## config.mk

```make
export PLATFORM = sky130hd
export DESIGN_NAME = cpu_memory_stage
export DESIGN_NICKNAME = d
export VERILOG_FILES = /design/src/rtl/cpu_memory_pkg.sv /design/src/rtl/cpu_memory_align.sv /design/src/rtl/cpu_memory_stage.sv
export SDC_FILE = /design/constraint.sdc
export NUM_CORES = 1
export LEC_CHECK = 0
export ABC_AREA = 1
export BUFFER_PORTS_ARGS = -buffer_cell sky130_fd_sc_hd__buf_4
export CAP_MARGIN = 5
export CORE_UTILIZATION = 25
export DETAILED_ROUTE_END_ITERATION = 8
export GPL_TIMING_DRIVEN = 0
export PLACE_DENSITY = 0.5
export SYNTH_ARGS = -nofsm -noshare
export SYNTH_HDL_FRONTEND = slang
export SYNTH_SLANG_ARGS = --single-unit
```

## constraint.sdc

```tcl
create_clock -name i_clock -period 4.15 [get_ports i_clock]
set_clock_uncertainty 0.05 [all_clocks]
set_input_delay 0 -clock i_clock [delete_from_list [all_inputs] [get_ports i_clock]]
set_output_delay 0 -clock i_clock [all_outputs]
set_load 0.02 [all_outputs]
```

## src/rtl/cpu_memory_pkg.sv

```systemverilog
// Shared definitions for the memory pipeline stage: FSM encodings, access-width
// codes, tag width and byte-lane mask helpers.
package cpu_memory_pkg;

  localparam int TAG_SIZE = 4;

  localparam logic [1:0] ST_IDLE = 2'd0;
  localparam logic [1:0] ST_ACC0 = 2'd1;
  localparam logic [1:0] ST_ACC1 = 2'd2;
  localparam logic [1:0] ST_DONE = 2'd3;

  localparam logic [2:0] WIDTH_BYTE = 3'd1;
  localparam logic [2:0] WIDTH_HALF = 3'd2;
  localparam logic [2:0] WIDTH_WORD = 3'd4;

  function automatic logic is_mem_width(input logic [2:0] width);
    return (width == WIDTH_BYTE) || (width == WIDTH_HALF) || (width == WIDTH_WORD);
  endfunction

  function automatic logic [3:0] base_mask(input logic [2:0] width);
    case (width)
      WIDTH_BYTE: return 4'b0001;
      WIDTH_HALF: return 4'b0011;
      WIDTH_WORD: return 4'b1111;
      default:    return 4'b0000;
    endcase
  endfunction

  // Low nibble: lanes of the first word; high nibble: spill into the next word.
  function automatic logic [7:0] lane_mask(input logic [2:0] width, input logic [1:0] offset);
    return {4'b0000, base_mask(width)} << offset;
  endfunction

endpackage

```

## src/rtl/cpu_memory_align.sv

```systemverilog
// Combinational data-path for the memory stage: lane enables, store-data
// shifting, load-data merging across two words and zero/sign extension.
module cpu_memory_align
  import cpu_memory_pkg::*;
(
  input  logic [1:0]  offset,
  input  logic [2:0]  width,
  input  logic        is_signed,
  input  logic        phase,
  input  logic [31:0] store_data,
  input  logic [31:0] bus_rdata,
  input  logic [31:0] partial,
  output logic [3:0]  byte_enable,
  output logic [31:0] wdata,
  output logic [31:0] merged,
  output logic [31:0] load_data
);

  logic [7:0] lanes;
  logic [4:0] lo_shift;
  logic [5:0] hi_shift;

  // NOTE: every output of a combinational block gets a value on every path,
  // otherwise synthesis infers a latch to hold the old value.
  always_comb begin
    lanes    = lane_mask(width, offset);
    lo_shift = {offset, 3'b000};
    hi_shift = 6'd32 - {1'b0, lo_shift};
    if (phase) begin
      byte_enable = lanes[7:4];
      wdata       = store_data >> hi_shift;
      merged      = partial | (bus_rdata << hi_shift);
    end else begin
      byte_enable = lanes[3:0];
      wdata       = store_data << lo_shift;
      merged      = bus_rdata >> lo_shift;
    end
    case (width)
      WIDTH_BYTE: load_data = {{24{is_signed & merged[7]}}, merged[7:0]};
      WIDTH_HALF: load_data = {{16{is_signed & merged[15]}}, merged[15:0]};
      default:    load_data = merged;
    endcase
  end

endmodule

```

## src/rtl/cpu_memory_stage.sv

```systemverilog
// Memory pipeline stage: accepts a tagged result from execute, performs the
// data-bus load/store (optionally split across two words) and hands it to writeback.
module cpu_memory_stage
  import cpu_memory_pkg::*;
#(
  parameter bit          SPLIT_MISALIGNED = 1'b1,
  parameter int unsigned TIMEOUT_CYCLES   = 0
) (
  input  logic                i_clock,
  input  logic                i_reset,
  input  logic                i_stall,
  input  logic [TAG_SIZE-1:0] i_tag,
  input  logic [4:0]          i_inst_rd,
  input  logic [31:0]         i_rd,
  input  logic [31:0]         i_pc_next,
  input  logic                i_mem_read,
  input  logic                i_mem_write,
  input  logic [2:0]          i_mem_width,
  input  logic                i_mem_signed,
  input  logic [31:0]         i_mem_address,
  output logic [TAG_SIZE-1:0] o_tag,
  output logic [4:0]          o_inst_rd,
  output logic [31:0]         o_rd,
  output logic [31:0]         o_pc_next,
  output logic                o_fault,
  output logic                o_stall,
  output logic                o_bus_request,
  output logic                o_bus_rw,
  output logic [31:0]         o_bus_address,
  output logic [3:0]          o_bus_byte_enable,
  output logic [31:0]         o_bus_wdata,
  input  logic [31:0]         i_bus_rdata,
  input  logic                i_bus_ready
);

  localparam logic [15:0] TIMEOUT_LAST = 16'(TIMEOUT_CYCLES - 1);

  logic [1:0]          state;
  logic [15:0]         wait_count;
  logic [TAG_SIZE-1:0] tag_q;
  logic [4:0]          inst_rd_q;
  logic [31:0]         pc_next_q, addr_q, data_q, partial_q, result_q;
  logic [2:0]          width_q;
  logic                signed_q, write_q, split_q, fault_q;

  logic        accept, is_mem, misaligned, needs_split, bus_done, timed_out;
  logic [3:0]  align_be;
  logic [31:0] align_wdata, merged, load_data;

  assign accept = (state == ST_IDLE) && !i_stall && (i_tag != o_tag);
  assign is_mem = (i_mem_read || i_mem_write) && is_mem_width(i_mem_width);

  // Misaligned (fault criterion) is wider than "crosses a word" (split criterion).
  assign misaligned  = ((i_mem_width == WIDTH_HALF) && i_mem_address[0]) ||
                       ((i_mem_width == WIDTH_WORD) && (i_mem_address[1:0] != 2'b00));
  assign needs_split = ((i_mem_width == WIDTH_HALF) && (i_mem_address[1:0] == 2'b11)) ||
                       ((i_mem_width == WIDTH_WORD) && (i_mem_address[1:0] != 2'b00));

  assign o_bus_request = (state == ST_ACC0) || (state == ST_ACC1);
  assign bus_done      = o_bus_request && i_bus_ready;
  assign timed_out     = (TIMEOUT_CYCLES != 0) && o_bus_request && !i_bus_ready &&
                         (wait_count == TIMEOUT_LAST);
  assign o_stall       = (i_tag != o_tag) && (state != ST_IDLE);

  assign o_bus_rw          = o_bus_request && write_q;
  assign o_bus_address     = o_bus_request ?
                             {addr_q[31:2] + {29'd0, state == ST_ACC1}, 2'b00} : 32'd0;
  assign o_bus_byte_enable = o_bus_request ? align_be : 4'd0;
  assign o_bus_wdata       = o_bus_request ? align_wdata : 32'd0;

  cpu_memory_align u_align (
    .offset      (addr_q[1:0]),
    .width       (width_q),
    .is_signed   (signed_q),
    .phase       (state == ST_ACC1),
    .store_data  (data_q),
    .bus_rdata   (i_bus_rdata),
    .partial     (partial_q),
    .byte_enable (align_be),
    .wdata       (align_wdata),
    .merged      (merged),
    .load_data   (load_data)
  );

  // NOTE: clocked state uses non-blocking assignments so every flop samples
  // the pre-edge values regardless of statement order.
  always_ff @(posedge i_clock or negedge i_reset) begin
    if (!i_reset) begin
      state      <= ST_IDLE;
      wait_count <= '0;
      tag_q      <= '0;
      inst_rd_q  <= '0;
      pc_next_q  <= '0;
      addr_q     <= '0;
      data_q     <= '0;
      partial_q  <= '0;
      result_q   <= '0;
      width_q    <= '0;
      signed_q   <= 1'b0;
      write_q    <= 1'b0;
      split_q    <= 1'b0;
      fault_q    <= 1'b0;
      o_tag      <= '0;
      o_inst_rd  <= '0;
      o_rd       <= '0;
      o_pc_next  <= '0;
      o_fault    <= 1'b0;
    end else begin
      case (state)
        ST_IDLE: begin
          if (accept) begin
            if (is_mem && !(misaligned && !SPLIT_MISALIGNED)) begin
              state      <= ST_ACC0;
              wait_count <= '0;
              tag_q      <= i_tag;
              inst_rd_q  <= i_inst_rd;
              pc_next_q  <= i_pc_next;
              addr_q     <= i_mem_address;
              data_q     <= i_rd;
              width_q    <= i_mem_width;
              signed_q   <= i_mem_signed;
              write_q    <= i_mem_write;
              split_q    <= needs_split;
              fault_q    <= 1'b0;
            end else begin
              // Pass-through, or a misaligned access rejected without touching the bus.
              o_tag     <= i_tag;
              o_inst_rd <= i_inst_rd;
              o_pc_next <= i_pc_next;
              o_fault   <= is_mem;
              o_rd      <= is_mem ? 32'd0 : i_rd;
            end
          end
        end
        ST_ACC0, ST_ACC1: begin
          if (bus_done) begin
            wait_count <= '0;
            if ((state == ST_ACC0) && split_q) begin
              partial_q <= merged;
              state     <= ST_ACC1;
            end else begin
              result_q <= load_data;
              state    <= ST_DONE;
            end
          end else if (timed_out) begin
            fault_q <= 1'b1;
            state   <= ST_DONE;
          end else begin
            wait_count <= wait_count + 16'd1;
          end
        end
        default: begin
          o_tag     <= tag_q;
          o_inst_rd <= inst_rd_q;
          o_pc_next <= pc_next_q;
          o_fault   <= fault_q;
          o_rd      <= fault_q ? 32'd0 : (write_q ? data_q : result_q);
          state     <= ST_IDLE;
        end
      endcase
    end
  end

endmodule

```

==> flow_metrics.env <==
export IMPL_fin_area_sq_mm=0.0205
export IMPL_track_usage_pct=21.4
export IMPL_synth_edf_count=0
export IMPL_ys_ff_latch=250
export IMPL_clk_pin_slew_worst_paths_ns=0.06
export IMPL_drv_slew=0
export IMPL_syn2layout_area_growth_pct=42.8
export IMPL_synthAdderAreaFrac_pct=0.611
export IMPL_dieArea_sq_mm=0.0583
export IMPL_drtPass1Iterations=5
export IMPL_wl_per_cell_microns=19.4
export IMPL_synth_top_family_by_area="simple AND/OR/NAND/NOR gates"
export IMPL_worstSkewPairLatency_ns=0.60
export IMPL_grt_max_degree=99
export IMPL_synthCells=1971
export IMPL_numCtsBuffers=31
export IMPL_slew_headroom_pct=33.3
export IMPL_cts_sinks=250
export IMPL_place_congestion=0.934
export IMPL_rows=87
export IMPL_multiInputGateArea_sq_mm=0.00679
export IMPL_pin_count=292
export IMPL_tns_ns=0
export IMPL_cts_tree="yes"
export IMPL_critPathCaptureType="output port"
export IMPL_final_nets=2630
export IMPL_initial_core_util_pct=25.4
export IMPL_yosysSeqAreaShare_pct=43.6
export IMPL_hold_path_class="primary input to register"
export IMPL_peakVddDrop_uv=341
export IMPL_setup_viol=0
export IMPL_syn_area_per_cell_sq_um=7.28
export IMPL_start_kind="register"
export IMPL_final_hold_violation_count=0
export IMPL_cp_max_fo=10
export IMPL_ctsLongestPathBuffers=3
export IMPL_power_leakage_nw=10.1
export IMPL_max_freq_mhz=265
export IMPL_antenna_found_initial=12
export IMPL_synth_area_sq_mm=0.0143
export IMPL_cts_max_level=1
export IMPL_grt_ovfl_total=0
export IMPL_drc=0
export IMPL_numPortBuffers=288
export IMPL_cp_arrival_ns=3.73
export IMPL_grt_pass1_vias=15700
export IMPL_final_antenna_net_count=0
export IMPL_yosys_most_used_dff="dfrtp_1"
export IMPL_place_area_sq_mm=0.0175
export IMPL_synth_xor_area_share_pct=1.10
export IMPL_synth_compound_area_share_pct=15.1
export IMPL_num_fill_cells=5957
export IMPL_synth_mux_area_fraction_pct=4.05
export IMPL_die_w_microns=242
export IMPL_die_h_microns=242
export IMPL_drv_cap=0
export IMPL_worstMarginPinSlew_ns=1.00
export IMPL_min_period_over_period_pct=91.1
export IMPL_crit_type="register to output port"
export IMPL_yosys_warnings=0
export IMPL_vias_per_cell=4.76
export IMPL_register_area_sq_mm=0.00626
export IMPL_drt_iter0_markers=1315
export IMPL_routed_wl_microns=63200
export IMPL_grt_pass1_wl_microns=96600
export IMPL_required_ns=4.10
export IMPL_cts_resized=0
export IMPL_drive_above_1_share_pct=18.4
export IMPL_vias=15500
export IMPL_cts_root_buf="clkbuf_16"
export IMPL_fp_coreArea_sq_mm=0.0565
export IMPL_synthSimpleGateAreaFrac_pct=26.5
export IMPL_synth_cell_type_count=38
export IMPL_rsz0062_at_grt="false"
export IMPL_async_flop_share_pct=100
export IMPL_dp_hpwl_microns=48000
export IMPL_period_needed_ns=3.78
export IMPL_status="finished, final reports clean"
export IMPL_powerDensity_mw_per_mm2=935
-- where the power goes --
| part | switching, mW | total (mW) | internal (mW) |
|---|---|---|---|
| logic | 7.64 | 11.7 | 4.08 |
| registers | 0.781 | 4.43 | 3.64 |
| clock network | 1.16 | 3.01 | 1.85 |
-- stage by stage --
step | power, mW | std cells | hold slack, ns | setup slack, ns | utilization [%]
floorplan | 11.1 | 1973 | -0.346 | 1.85 | -
CTS | 19.2 | 3257 | 0.00475 | 0.349 | 36.2
global route | 20.5 | 3262 | 0.0856 | 0.195 | 36.2
detailed placement | 15.7 | 3019 | -0.0516 | 0.904 | 31.0
finish | 19.2 | 3265 | 0.0446 | 0.369 | 36.3
global placement | 15.6 | 3017 | 0.159 | 0.720 | 30.9
-- layout make-up --
| type | instances | share of cell area [%] |
|---|---|---|
| buffer | 113 | 3.20 |
| clock inverter | 13 | 1.12 |
| antenna | 8 | 0.0978 |
| timing repair buffer | 470 | 19.7 |
| clock buffer | 45 | 4.34 |
| multi-input combinational | 1437 | 33.2 |
| inverter | 173 | 3.17 |
| tap | 756 | 4.62 |
| sequential | 250 | 30.5 |
-- state kept, by name, summed over array words and instances, names as in the netlist --
name	flops
write_q	1
addr_q	32
o_inst_rd	5
inst_rd_q	5
width_q	3
signed_q	1
pc_next_q	32
tag_q	4
partial_q	32
o_rd	32
o_tag	4
state	2
data_q	32
result_q	32
split_q	1
o_pc_next	32
-- cells in the final DEF (no fill, tap or decap), types with 17 or more instances in the layout --
cell type      instances
nand2_1              664
buf_4                310
dfrtp_1              250
nor2_1               188
dlygate4sd3_1        179
inv_1                165
o21ai_1              135
o21ai_0              102
a21oi_1               83
mux2i_1               58
nand3_1               57
buf_2                 43
clkbuf_1              39
clkbuf_16             31
nor3_1                22
o211ai_1              19
xor2_1                18
a31oi_1               17
-- worst max-delay path: stages, from the launching register on --
cell and delay, ns:
dfrtp_1 0.41, inv_2 0.11, buf_2 0.27, buf_2 0.28, ha_1 0.30, nor2_4 0.30, inv_1 0.17, nor2_2 0.35
buf_2 0.35, nand3_1 0.10, a21oi_1 0.29, buf_4 0.20
-- cells in the mapped netlist (all sizes together), types with 17 or more instances --
cell      n  area, sq um
mux2i    58          581
o21ai   247         1270
nor2    194          763
o211ai   19          143
inv     173          649
xor2     18          158
nor3     23          120
buf      82          538
a21oi    84          424
nand2   677         2570
a31oi    17          106
nand3    59          313
dfrtp   250         6260
clkbuf   31          116
-- routing by layer --
metal  share of wire, %  global-route usage [%]  up-vias
met2                 45                    34.1      536
li1                   -                       -     7356
met4                3.7                    8.13       12
met3                6.6                    3.90      114
met1                 44                    28.8     7513
met5               0.13                       0        -
-- logic make-up after synthesis --
kind of cell | after synthesis
flops | 250
fa+ha+maj | 7
buf+inv | 286
simple gates | 957
xor+xnor | 18
mux | 58
compound gates | 394
other cells | 1
-- worst paths after layout --
check | from | to | slack [ns] | cells after the start
hold / removal | i_bus_rdata[16] | partial_q[0]$_DFFE_PN0P_ | 0.04 | 7
hold reg to reg | pc_next_q[28]$_DFFE_PN0P_ | pc_next_q[28]$_DFFE_PN0P_ | 0.42 | 2
setup reg to reg | addr_q[0]$_DFFE_PN0P_ | result_q[28]$_DFFE_PN0P_ | 0.51 | 13
setup / recovery | addr_q[0]$_DFFE_PN0P_ | o_bus_wdata[31] | 0.37 | 11
min in group asynchronous | i_reset | o_pc_next[26]$_DFFE_PN0P_ | 0.49 | 4
max in group asynchronous | i_reset | o_rd[24]$_DFFE_PN0P_ | 2.67 | 5
-- what timing repair did --
item,CTS,global route
hold buffers,180,0
hold endpoints to repair,390,0
buffers inserted,0,0
Power figures use the tool's default switching activity.
